`config.mk`:
```
export PLATFORM = sky130hd
export DESIGN_NAME = s3g_tx
export DESIGN_NICKNAME = d
export VERILOG_FILES = /design/src/rtl/s3g_tx.sv
export SDC_FILE = /design/constraint.sdc
export NUM_CORES = 1
export LEC_CHECK = 0
export BUFFER_PORTS_ARGS = -buffer_cell sky130_fd_sc_hd__clkbuf_2
export CAP_MARGIN = 20
export CORE_ASPECT_RATIO = 1.25
export CORE_UTILIZATION = 25
export DETAILED_ROUTE_END_ITERATION = 7
export PLACE_DENSITY = 0.53
export SYNTH_ARGS = -nofsm -noshare
export SYNTH_HDL_FRONTEND = slang
export SYNTH_SLANG_ARGS = --single-unit
```
`constraint.sdc`:
```
create_clock -name clk -period 4.75 [get_ports clk]
set_input_delay 0.475 -clock clk [delete_from_list [all_inputs] [get_ports clk]]
set_output_delay 0.475 -clock clk [all_outputs]
set_load 0.005 [all_outputs]
```
`src/rtl/s3g_tx.sv`:
```
// S3G response packet framer: emits 0xD5, length, payload, CRC8 (Maxim) to a UART TX, one byte per handshake.
// Optional watchdog on a stuck tx_busy is compiled in with `define S3G_TX_WATCHDOG_EN.
module s3g_tx #(
  parameter logic [15:0] TIMEOUT_CYCLES = 16'd50000
) (
  input  logic       clk,
  input  logic       rst,
  input  logic       send,
  input  logic [7:0] payload_len,
  output logic [7:0] buffer_addr,
  input  logic [7:0] buffer_data,
  output logic [7:0] tx_data,
  output logic       tx_start,
  input  logic       tx_busy,
  output logic       busy,
  output logic       packet_sent,
  output logic       tx_error
);

  typedef enum logic [2:0] {
    S_IDLE, S_HDR, S_GAP, S_LEN, S_FETCH, S_DATA, S_CRC, S_WAIT
  } state_t;

  typedef enum logic [1:0] {
    N_LEN, N_DATA, N_CRC, N_DONE
  } next_t;

  localparam logic [7:0] SYNC_BYTE = 8'hD5;

  state_t     state;
  next_t      nxt;
  logic [7:0] len;
  logic [7:0] remaining;
  logic [7:0] crc;

`ifdef S3G_TX_WATCHDOG_EN
  logic [15:0] wd_cnt;
`else
  logic unused_timeout;
  assign unused_timeout = ^TIMEOUT_CYCLES;
  assign tx_error = 1'b0;
`endif

  // Reflected poly 0x8C, LSB first: one payload byte folded into the running CRC.
  function automatic logic [7:0] crc8_step(input logic [7:0] crc_in, input logic [7:0] d);
    logic [7:0] c;
    c = crc_in;
    for (int i = 0; i < 8; i++) begin
      if (c[0] ^ d[i]) c = (c >> 1) ^ 8'h8C;
      else             c = c >> 1;
    end
    return c;
  endfunction

  always_ff @(posedge clk or posedge rst) begin
    if (rst) begin
      state       <= S_IDLE;
      nxt         <= N_LEN;
      len         <= 8'd0;
      remaining   <= 8'd0;
      crc         <= 8'd0;
      buffer_addr <= 8'd0;
      tx_data     <= 8'd0;
      tx_start    <= 1'b0;
      busy        <= 1'b0;
      packet_sent <= 1'b0;
`ifdef S3G_TX_WATCHDOG_EN
      tx_error    <= 1'b0;
      wd_cnt      <= 16'd0;
`endif
    end else begin
      tx_start    <= 1'b0;
      packet_sent <= 1'b0;
`ifdef S3G_TX_WATCHDOG_EN
      tx_error    <= 1'b0;
`endif
      case (state)
        S_IDLE: begin
          if (send) begin
            len         <= payload_len;
            remaining   <= payload_len;
            crc         <= 8'd0;
            buffer_addr <= 8'd0;
            busy        <= 1'b1;
            state       <= S_HDR;
          end
        end
        S_HDR: begin
          if (!tx_busy) begin
            tx_data  <= SYNC_BYTE;
            tx_start <= 1'b1;
            nxt      <= N_LEN;
            state    <= S_GAP;
          end
        end
        S_GAP: begin
          // The UART raises tx_busy during this cycle, so it is not sampled here.
          case (nxt)
            N_LEN:   state <= S_LEN;
            N_DATA:  state <= S_FETCH;
            N_CRC:   state <= S_CRC;
            default: state <= S_WAIT;
          endcase
        end
        S_LEN: begin
          if (!tx_busy) begin
            tx_data  <= len;
            tx_start <= 1'b1;
            nxt      <= (len == 8'd0) ? N_CRC : N_DATA;
            state    <= S_GAP;
          end
        end
        S_FETCH: state <= S_DATA;
        S_DATA: begin
          if (!tx_busy) begin
            tx_data   <= buffer_data;
            tx_start  <= 1'b1;
            crc       <= crc8_step(crc, buffer_data);
            remaining <= remaining - 8'd1;
            state     <= S_GAP;
            // Address stops on the last payload byte so it never leaves 0..len-1.
            if (remaining == 8'd1) begin
              nxt <= N_CRC;
            end else begin
              nxt         <= N_DATA;
              buffer_addr <= buffer_addr + 8'd1;
            end
          end
        end
        S_CRC: begin
          if (!tx_busy) begin
            tx_data  <= crc;
            tx_start <= 1'b1;
            nxt      <= N_DONE;
            state    <= S_GAP;
          end
        end
        S_WAIT: begin
          if (!tx_busy) begin
            packet_sent <= 1'b1;
            busy        <= 1'b0;
            state       <= S_IDLE;
          end
        end
        default: state <= S_IDLE;
      endcase
`ifdef S3G_TX_WATCHDOG_EN
      // Abort overrides the case above; it only fires while tx_busy holds, so no tx_start can collide.
      if (state == S_IDLE) begin
        wd_cnt <= 16'd0;
      end else if (tx_start) begin
        wd_cnt <= 16'd0;
      end else if (tx_busy) begin
        if (wd_cnt >= TIMEOUT_CYCLES - 16'd1) begin
          wd_cnt   <= 16'd0;
          tx_error <= 1'b1;
          busy     <= 1'b0;
          state    <= S_IDLE;
        end else begin
          wd_cnt <= wd_cnt + 16'd1;
        end
      end
`endif
    end
  end

endmodule

```
==> results_tabular.tex, run 1 <==
\begin{tabular}{lr}
\hline
Metric & Value \\
\hline
\multicolumn{2}{l}{\textbf{Status}} \\
\quad Status & complete, no violations \\
\multicolumn{2}{l}{\textbf{Timing}} \\
\quad Setup Viol. Count Final & 0 \\
\quad Number of pins exceeding their max-slew limit in the final report & 0 \\
\quad Count of endpoints failing hold in the final timing report & 0 \\
\quad Portion of the clock cycle consumed by the worst path in the final layout & 48.2\% \\
\quad Shortest clock period the worst path allows after layout & 2290 ps \\
\quad Max Clock Skew & 5.15 ps \\
\quad Summed negative setup slack over all endpoints & 0 ps \\
\quad Slew headroom & 44.5\% \\
\quad F\_max & 437 MHz \\
\quad Setup repair after global routing missed its margin & false \\
\quad Slew at the pin closest to its max-slew limit & 831 ps \\
\multicolumn{2}{l}{\textbf{Detailed routing}} \\
\quad Antenna-violating nets left & 0 \\
\quad Final Routed Wirelength & 6780 um \\
\quad First-pass iteration count of the detailed router & 4 \\
\quad Vias per Instance & 4.82 \\
\quad Post-DR wirelength/cell & 14.8 um \\
\quad \# DRC & 0 \\
\quad Routed via count & 2203 \\
\quad Count of routing violations after the opening detailed-route iteration & 127 \\
\multicolumn{2}{l}{\textbf{Worst setup path}} \\
\quad Required time reported for the critical path endpoint & 4940 ps \\
\quad Worst reg-to-reg setup slack & 2460 ps \\
\quad CP endpoint kind & flip-flop \\
\quad Critical path launch point type & flip-flop \\
\quad Data arrival, critical path & 2470 ps \\
\quad Worst reg2reg path depth & 4 \\
\quad Critical path class & flip-flop to flip-flop \\
\quad Maximum net fanout on the critical path & 29 \\
\multicolumn{2}{l}{\textbf{Clock network}} \\
\quad Clock buffer count from CTS & 5 \\
\quad Worst-Skew Late Latency & 290 ps \\
\quad Post-CTS Resized & 0 \\
\quad Hold buffer count at CTS & 0 \\
\quad H-tree Lvls & 2 \\
\quad Clock sinks & 48 \\
\quad Library cell used as clock root buffer & sky130\_fd\_sc\_hd\_\_clkbuf\_16 \\
\quad Post-CTS setup repair buffer count & 0 \\
\quad Clock transition time at the flip-flop clock pins of the worst setup and hold paths & 60 ps \\
\quad Max Root-Sink Buffers & 2 \\
\quad Clock tree from TritonCTS & done \\
\multicolumn{2}{l}{\textbf{Layout}} \\
\quad Proportion of layout cells with a drive suffix above 1 & 17.2\% \\
\quad Layout fillers & 1136 \\
\quad P\&R area growth vs syn & 16.2\% \\
\quad Net count reported at finish & 349 \\
\quad Share of the core filled with cells in the final layout & 30.2\% \\
\quad Diodes inserted & 0 \\
\multicolumn{2}{l}{\textbf{Synth}} \\
\quad Synthesized instance count & 294 \\
\quad Dominant combinational cell family by area after synthesis & simple AND/OR/NAND/NOR gates \\
\quad Share of cell area taken by muxes after synthesis & 1.49\% \\
\quad Post-synth top cells & sky130\_fd\_sc\_hd\_\_dfrtp\_1, sky130\_fd\_sc\_hd\_\_nand2\_1, sky130\_fd\_sc\_hd\_\_o21ai\_0, sky130\_fd\_sc\_hd\_\_a21oi\_1, sky130\_fd\_sc\_hd\_\_o21ai\_1 \\
\quad Share of flip-flops with an asynchronous set or reset after synthesis & 100\% \\
\quad Main area contributors after synthesis & sky130\_fd\_sc\_hd\_\_dfrtp\_1, sky130\_fd\_sc\_hd\_\_nand2\_1, sky130\_fd\_sc\_hd\_\_xnor2\_1, sky130\_fd\_sc\_hd\_\_o21ai\_0, sky130\_fd\_sc\_hd\_\_a21oi\_1 \\
\quad Synthesized-area fraction occupied by adder cells & 2.26\% \\
\quad Mean instance size in the synthesized netlist & 9.43 sq um \\
\quad Compound-cell area share of the yosys netlist & 18.8\% \\
\quad Share of the synthesized netlist area taken by xor and xnor gates & 10.4\% \\
\quad Post-synth EDFFs & 0 \\
\quad Sequential area share after synthesis & 43.3\% \\
\quad Syn nets & 319 \\
\quad Most numerous cell in the Yosys netlist & sky130\_fd\_sc\_hd\_\_dfrtp\_1 \\
\quad Warning count from the yosys run & 0 \\
\quad Largest area contributor in the netlist & sky130\_fd\_sc\_hd\_\_dfrtp\_1 \\
\quad Simple-gate share of the synthesized area & 19.1\% \\
\quad Count of cell types in the netlist & 52 \\
\quad Dominant synthesized flop cell & sky130\_fd\_sc\_hd\_\_dfrtp\_1 \\
\quad Synth top area share & 43.3\% \\
\quad Synthesized cell area & 0.00277 sq mm \\
\quad Number of storage elements in the synthesis netlist & 48 \\
\multicolumn{2}{l}{\textbf{Power and ir drop}} \\
\quad Total power per unit cell area & 627 mW/mm\^{}2 \\
\quad Sequential power share & 39.6\% \\
\quad Peak VDD IR & 0.184 mV \\
\quad Sw Ratio & 40.1\% \\
\quad Leakage power & 1.45 nW \\
\quad Switching Power & 0.000811 W \\
\quad Internal power & 0.00121 W \\
\quad Overall power of the completed layout & 0.00202 W \\
\quad Portion of total power attributed to the clock network & 17.9\% \\
\quad Combinational fraction of design power & 42.6\% \\
\multicolumn{2}{l}{\textbf{Min path}} \\
\quad Worst Hold Class & primary input to async pin \\
\multicolumn{2}{l}{\textbf{Placement}} \\
\quad I/O Buffers & 38 \\
\quad Weighted congestion at the end of routability-driven global placement & 0.766 \\
\quad Hpwl dp & 4990 um \\
\multicolumn{2}{l}{\textbf{Job}} \\
\quad Max-capacitance violation count & 0 \\
\multicolumn{2}{l}{\textbf{Global routing}} \\
\quad Maximum number of pins on one net before global-route repair & 49 \\
\quad Number of antenna violations at the first check in global routing & 0 \\
\quad Global Route Usage Sum & 12.9\% \\
\quad Sum of overflow across all layers after global routing & 0 \\
\quad Global-route wire length before repair & 11400 um \\
\quad Number of global-route vias before repair & 2192 \\
\multicolumn{2}{l}{\textbf{Floorplanning}} \\
\quad I/O pins & 40 \\
\quad Floorplan Core Area & 0.0107 sq mm \\
\quad Area enclosed by the die boundary & 0.0115 sq mm \\
\quad DIE WIDTH & 96.2 um \\
\quad Initial core utilization & 26.0\% \\
\quad Height of the chip & 120 um \\
\quad Core Rows & 42 \\
\hline
\end{tabular}
==> routing by layer <==
layer / part of all wire, % / GRT usage, % / routed length, um
met3: 3.9 / 2.85 / 261
met2: 49 / 21.4 / 3300
met1: 46 / 16.5 / 3110
met4: 1.5 / 3.92 / 104
met5: 0 / 0 / 0
==> cells by family after synthesis <==
group | after synthesis
AOI/OAI and AO/OA | 85
xor gates and xnor gates | 24
adders and majority gates | 5
buffers and inverters | 28
DFF | 48
muxes | 4
other | 1
and+or+nand+nor | 99
==> stage by stage <==
stage | instances | hold WS [ps] | instance area [sq um] | setup WS, ps
final | 457 | 136 | 3220 | 2460
after global routing | 457 | 169 | 3220 | 2280
after CTS | 455 | 395 | 3190 | 2470
after detailed placement | 447 | 471 | 3050 | 2470
after global placement | 447 | 466 | 3050 | 2540
after floorplan | 294 | 449 | 2770 | 3050
==> worst max-delay path: stages, from the launching register on <==
cell,delay (ps)
sky130_fd_sc_hd__dfrtp_1,670
sky130_fd_sc_hd__and4bb_1,500
sky130_fd_sc_hd__nor2_2,710
sky130_fd_sc_hd__a21oi_1,90
sky130_fd_sc_hd__o22a_1,210
==> state kept, by name, summed over array words and instances, names as in the netlist <==
name	count
tx_data	8
buffer_addr	8
tx_start	1
crc	8
state	3
remaining	8
busy	1
packet_sent	1
len	8
nxt	2
==> power by group through the flow <==
stage | combinational [W] | sequential (W) | clock (W)
after floorplan | 0.000738 | 0.000701 | 0
after global placement | 0.000853 | 0.000805 | 0
after detailed placement | 0.000859 | 0.000809 | 0
after CTS | 0.000867 | 0.000801 | 0.000373
after global routing | 0.000974 | 0.000831 | 0.000389
final | 0.000859 | 0.000799 | 0.000361
==> cell usage in the layout (no fill, tap or decap), drive strengths merged, types with 2 or more instances in the layout <==
master	instances
buf	3
nor3	9
o21ai	33
o22a	2
a211oi	3
nand3b	2
inv	10
a21o	2
nor3b	2
xnor2	14
a31oi	2
nor4	2
xor2	6
nand3	6
a21oi	18
o22ai	7
a22o	7
and3	2
nor2	13
dfrtp	48
o31ai	2
and3b	2
nand2b	2
mux2i	3
xnor3	3
nor2b	9
clkbuf	46
a22oi	3
nand2	41
ha	5
nor4b	2
==> final timing paths <==
check / from / endpoint
max in group asynchronous: rst / busy
worst max-delay path: state[2] / remaining[6]
worst min register to register: buffer_addr[7] / buffer_addr[7]
worst max register to register: state[2] / remaining[6]
min in group clk: payload_len[2] / len[2]
worst min-delay path: rst / remaining[7]
==> area by class of cell <==
cell class	count	area [sq um]	share of cell area (%)
Sequential cell	48	1200	37.3
Tap cell	132	165	5.13
Timing Repair Buffer	41	223	6.92
Multi-Input combinational cell	218	1450	44.9
Inverter	10	37.5	1.17
Clock buffer	8	146	4.55
No activity file was read; power rests on OpenSTA's default activity.
==> run 2: changes to the inputs <==
==> constraint.sdc (replaced) <==
create_clock -name clk -period 2.4 [get_ports clk]
set_input_delay 0.24 -clock clk [delete_from_list [all_inputs] [get_ports clk]]
set_output_delay 0.24 -clock clk [all_outputs]
set_load 0.005 [all_outputs]
==> results_tabular.tex, run 2 (synthesis gave the netlist of run 1 again) <==
\begin{tabular}{lr}
\hline
Metric & Value \\
\hline
\multicolumn{2}{l}{\textbf{Layout}} \\
\quad Net count reported at finish & 354 (+1.4\%) \\
\quad Diodes inserted & 0 (unchanged) \\
\quad P\&R area growth vs syn & 17.2\% \\
\quad Commonest non-fill, non-tap cell in the layout & sky130\_fd\_sc\_hd\_\_dfrtp\_1 \\
\quad Design area & 0.00325 sq mm (+0.85\%) \\
\quad Proportion of layout cells with a drive suffix above 1 & 18.5\% (+1.3 points) \\
\quad Most frequent cells in the layout & sky130\_fd\_sc\_hd\_\_dfrtp\_1, sky130\_fd\_sc\_hd\_\_nand2\_1, sky130\_fd\_sc\_hd\_\_clkbuf\_2 \\
\multicolumn{2}{l}{\textbf{Power and ir drop}} \\
\quad Combinational fraction of design power & 44.9\% (+2.3 points) \\
\quad Total power per unit cell area & 1250 mW/mm\^{}2 (+100\%) \\
\quad Leakage power & 1.47 nW (+1.4\%) \\
\quad Peak VDD IR & 0.362 mV (+97\%) \\
\quad Sw Ratio & 40.3\% (+0.16 points) \\
\quad Sequential power share & 37.3\% (-2.3 points) \\
\quad Internal power & 0.00243 W (+100\%) \\
\quad Portion of total power attributed to the clock network & 17.8\% (about the same) \\
\quad Switching Power & 0.00164 W (+100\%) \\
\multicolumn{2}{l}{\textbf{Worst setup path}} \\
\quad Maximum net fanout on the critical path & 22 (-24\%) \\
\quad Series of cell instances along the critical path & and4bb\_1 -> nor2\_2 -> a21oi\_1 -> o22a\_1 \\
\quad Kind of cell adding the most delay to the critical path & simple AND/OR/NAND/NOR gates \\
\quad Critical path class & flip-flop to flip-flop \\
\quad Critical path launch point type & flip-flop \\
\quad Critical-path cell with the highest stage delay & sky130\_fd\_sc\_hd\_\_nor2\_2 \\
\quad Required time reported for the critical path endpoint & 2580 ps (-2360 ps) \\
\quad Slowest Stage Delay on Critical Path & 720 ps (about the same) \\
\quad Data arrival, critical path & 2280 ps (-190 ps) \\
\quad Worst path bufs/invs & 0 (unchanged) \\
\quad CP endpoint kind & flip-flop \\
\multicolumn{2}{l}{\textbf{Min path}} \\
\quad Worst Hold Class & primary input to async pin \\
\multicolumn{2}{l}{\textbf{Global routing}} \\
\quad Maximum number of pins on one net before global-route repair & 49 (unchanged) \\
\quad Number of antenna violations at the first check in global routing & 0 (unchanged) \\
\quad Sum of overflow across all layers after global routing & 0 (unchanged) \\
\quad Global Route Usage Sum & 13.1\% (+0.21 points) \\
\quad Number of global-route vias before repair & 2272 (+3.6\%) \\
\quad Global-route wire length before repair & 11300 um (-0.25\%) \\
\multicolumn{2}{l}{\textbf{Job}} \\
\quad Max-capacitance violation count & 0 (unchanged) \\
\multicolumn{2}{l}{\textbf{Timing}} \\
\quad F\_max & 478 MHz (+9.3\%) \\
\quad Slew headroom & 38.4\% (-6.2 points) \\
\quad Portion of the clock cycle consumed by the worst path in the final layout & 87.2\% (+39 points) \\
\quad Setup repair after global routing missed its margin & false \\
\quad Number of pins exceeding their max-slew limit in the final report & 0 (unchanged) \\
\quad Max Clock Skew & 3.97 ps (-1.17 ps) \\
\quad Setup Viol. Count Final & 0 (unchanged) \\
\quad Min Hold Slack & 94.4 ps (-41.7 ps) \\
\quad Slew at the pin closest to its max-slew limit & 924 ps (+92.3 ps) \\
\quad Shortest clock period the worst path allows after layout & 2090 ps (-196 ps) \\
\quad Summed negative setup slack over all endpoints & 0 ps (unchanged) \\
\quad Count of endpoints failing hold in the final timing report & 0 (unchanged) \\
\multicolumn{2}{l}{\textbf{Floorplanning}} \\
\quad Area enclosed by the die boundary & 0.0115 sq mm (unchanged) \\
\quad Core Rows & 42 (unchanged) \\
\quad I/O pins & 40 (unchanged) \\
\quad DIE WIDTH & 96.2 um (unchanged) \\
\quad Initial core utilization & 26.0\% (unchanged) \\
\quad Height of the chip & 120 um (unchanged) \\
\quad Floorplan Core Area & 0.0107 sq mm (unchanged) \\
\multicolumn{2}{l}{\textbf{Clock network}} \\
\quad Hold buffer count at CTS & 0 (unchanged) \\
\quad Post-CTS Resized & 0 (unchanged) \\
\quad Clock sinks & 48 (unchanged) \\
\quad Post-CTS setup repair buffer count & 0 (unchanged) \\
\quad H-tree Lvls & 2 (unchanged) \\
\quad Clock tree from TritonCTS & done \\
\quad Worst-Skew Late Latency & 290 ps (about the same) \\
\quad Max Root-Sink Buffers & 2 (unchanged) \\
\quad Clock buffer count from CTS & 5 (unchanged) \\
\quad Clock transition time at the flip-flop clock pins of the worst setup and hold paths & 70 ps (about the same) \\
\quad Library cell used as clock root buffer & sky130\_fd\_sc\_hd\_\_clkbuf\_16 \\
\multicolumn{2}{l}{\textbf{Placement}} \\
\quad Weighted congestion at the end of routability-driven global placement & 0.780 (+1.9\%) \\
\quad I/O Buffers & 38 (unchanged) \\
\quad Placement Cell Area & 0.00310 sq mm (+1.7\%) \\
\quad Hpwl dp & 5150 um (+3.3\%) \\
\multicolumn{2}{l}{\textbf{Detailed routing}} \\
\quad Routed via count & 2245 (+1.9\%) \\
\quad Count of routing violations after the opening detailed-route iteration & 103 (-19\%) \\
\quad Antenna-violating nets left & 0 (unchanged) \\
\quad Vias per Instance & 4.86 (+0.80\%) \\
\quad First-pass iteration count of the detailed router & 4 (unchanged) \\
\quad \# DRC & 0 (unchanged) \\
\quad Post-DR wirelength/cell & 15.3 um (+3.1\%) \\
\quad Final Routed Wirelength & 7060 um (+4.2\%) \\
\multicolumn{2}{l}{\textbf{Status}} \\
\quad Status & complete, no violations \\
\hline
\end{tabular}
## run 2: changes by cell type in the layout (fill, tap and decap cells not counted)
cell                     delta
sky130_fd_sc_hd__buf_4      +7
sky130_fd_sc_hd__buf_12     -1
sky130_fd_sc_hd__buf_2      -1
## run 2: power by group through the flow
stage	Combinational, W	Clock (W)	Sequential, W
2_1_floorplan	0.00146	0	0.00139
3_3_place_gp	0.00181	0	0.00153
3_5_place_dp	0.00184	0	0.00153
4_1_cts	0.00185	0.000742	0.00152
5_1_grt	0.00204	0.000779	0.00157
6_report	0.00183	0.000724	0.00152
## run 2: per-stage QoR
step	std cells	power (W)	setup WS (ps)	util, %
2_1_floorplan	294	0.00285	703	-
3_3_place_gp	454	0.00334	355	29.1
3_5_place_dp	454	0.00337	344	29.1
4_1_cts	462	0.00412	321	30.4
5_1_grt	462	0.00439	134	30.4
6_report	462	0.00407	308	30.4
## run 2: tightest hold or removal path: stages
cell and delay (ps):
sky130_fd_sc_hd__clkbuf_2 90, sky130_fd_sc_hd__inv_2 30, sky130_fd_sc_hd__buf_4 510
## run 2: worst paths after layout
kind | from | cells after the start | slack [ps] | end
max in group asynchronous | rst | 3 | 1880 | busy
hold reg to reg | buffer_addr[7] | 1 | 480 | buffer_addr[7]
hold / removal | rst | 3 | 90 | remaining[7]
setup / recovery | state[0] | 4 | 310 | remaining[6]
min in group clk | payload_len[3] | 3 | 160 | len[3]
setup reg to reg | state[0] | 4 | 310 | remaining[6]
## run 2: per-layer routing
metal | vias to the layer above | GRT usage (%) | routed length, um
li1 | 1110 | - | -
met1 | 1078 | 16.0 | 3190
met2 | 42 | 21.5 | 3390
met3 | 15 | 2.98 | 267
met4 | 0 | 6.06 | 212
met5 | - | 0 | 0
## run 2: layout make-up
| class | count | area [sq um] |
|---|---|---|
| fillers | 1149 | 7420 |
| multi-input cells | 218 | 1450 |
| flip-flops and latches | 48 | 1200 |
| repair buffers | 46 | 250 |
| well taps | 132 | 165 |
| clock buffers | 8 | 146 |
| inverters | 10 | 37.5 |
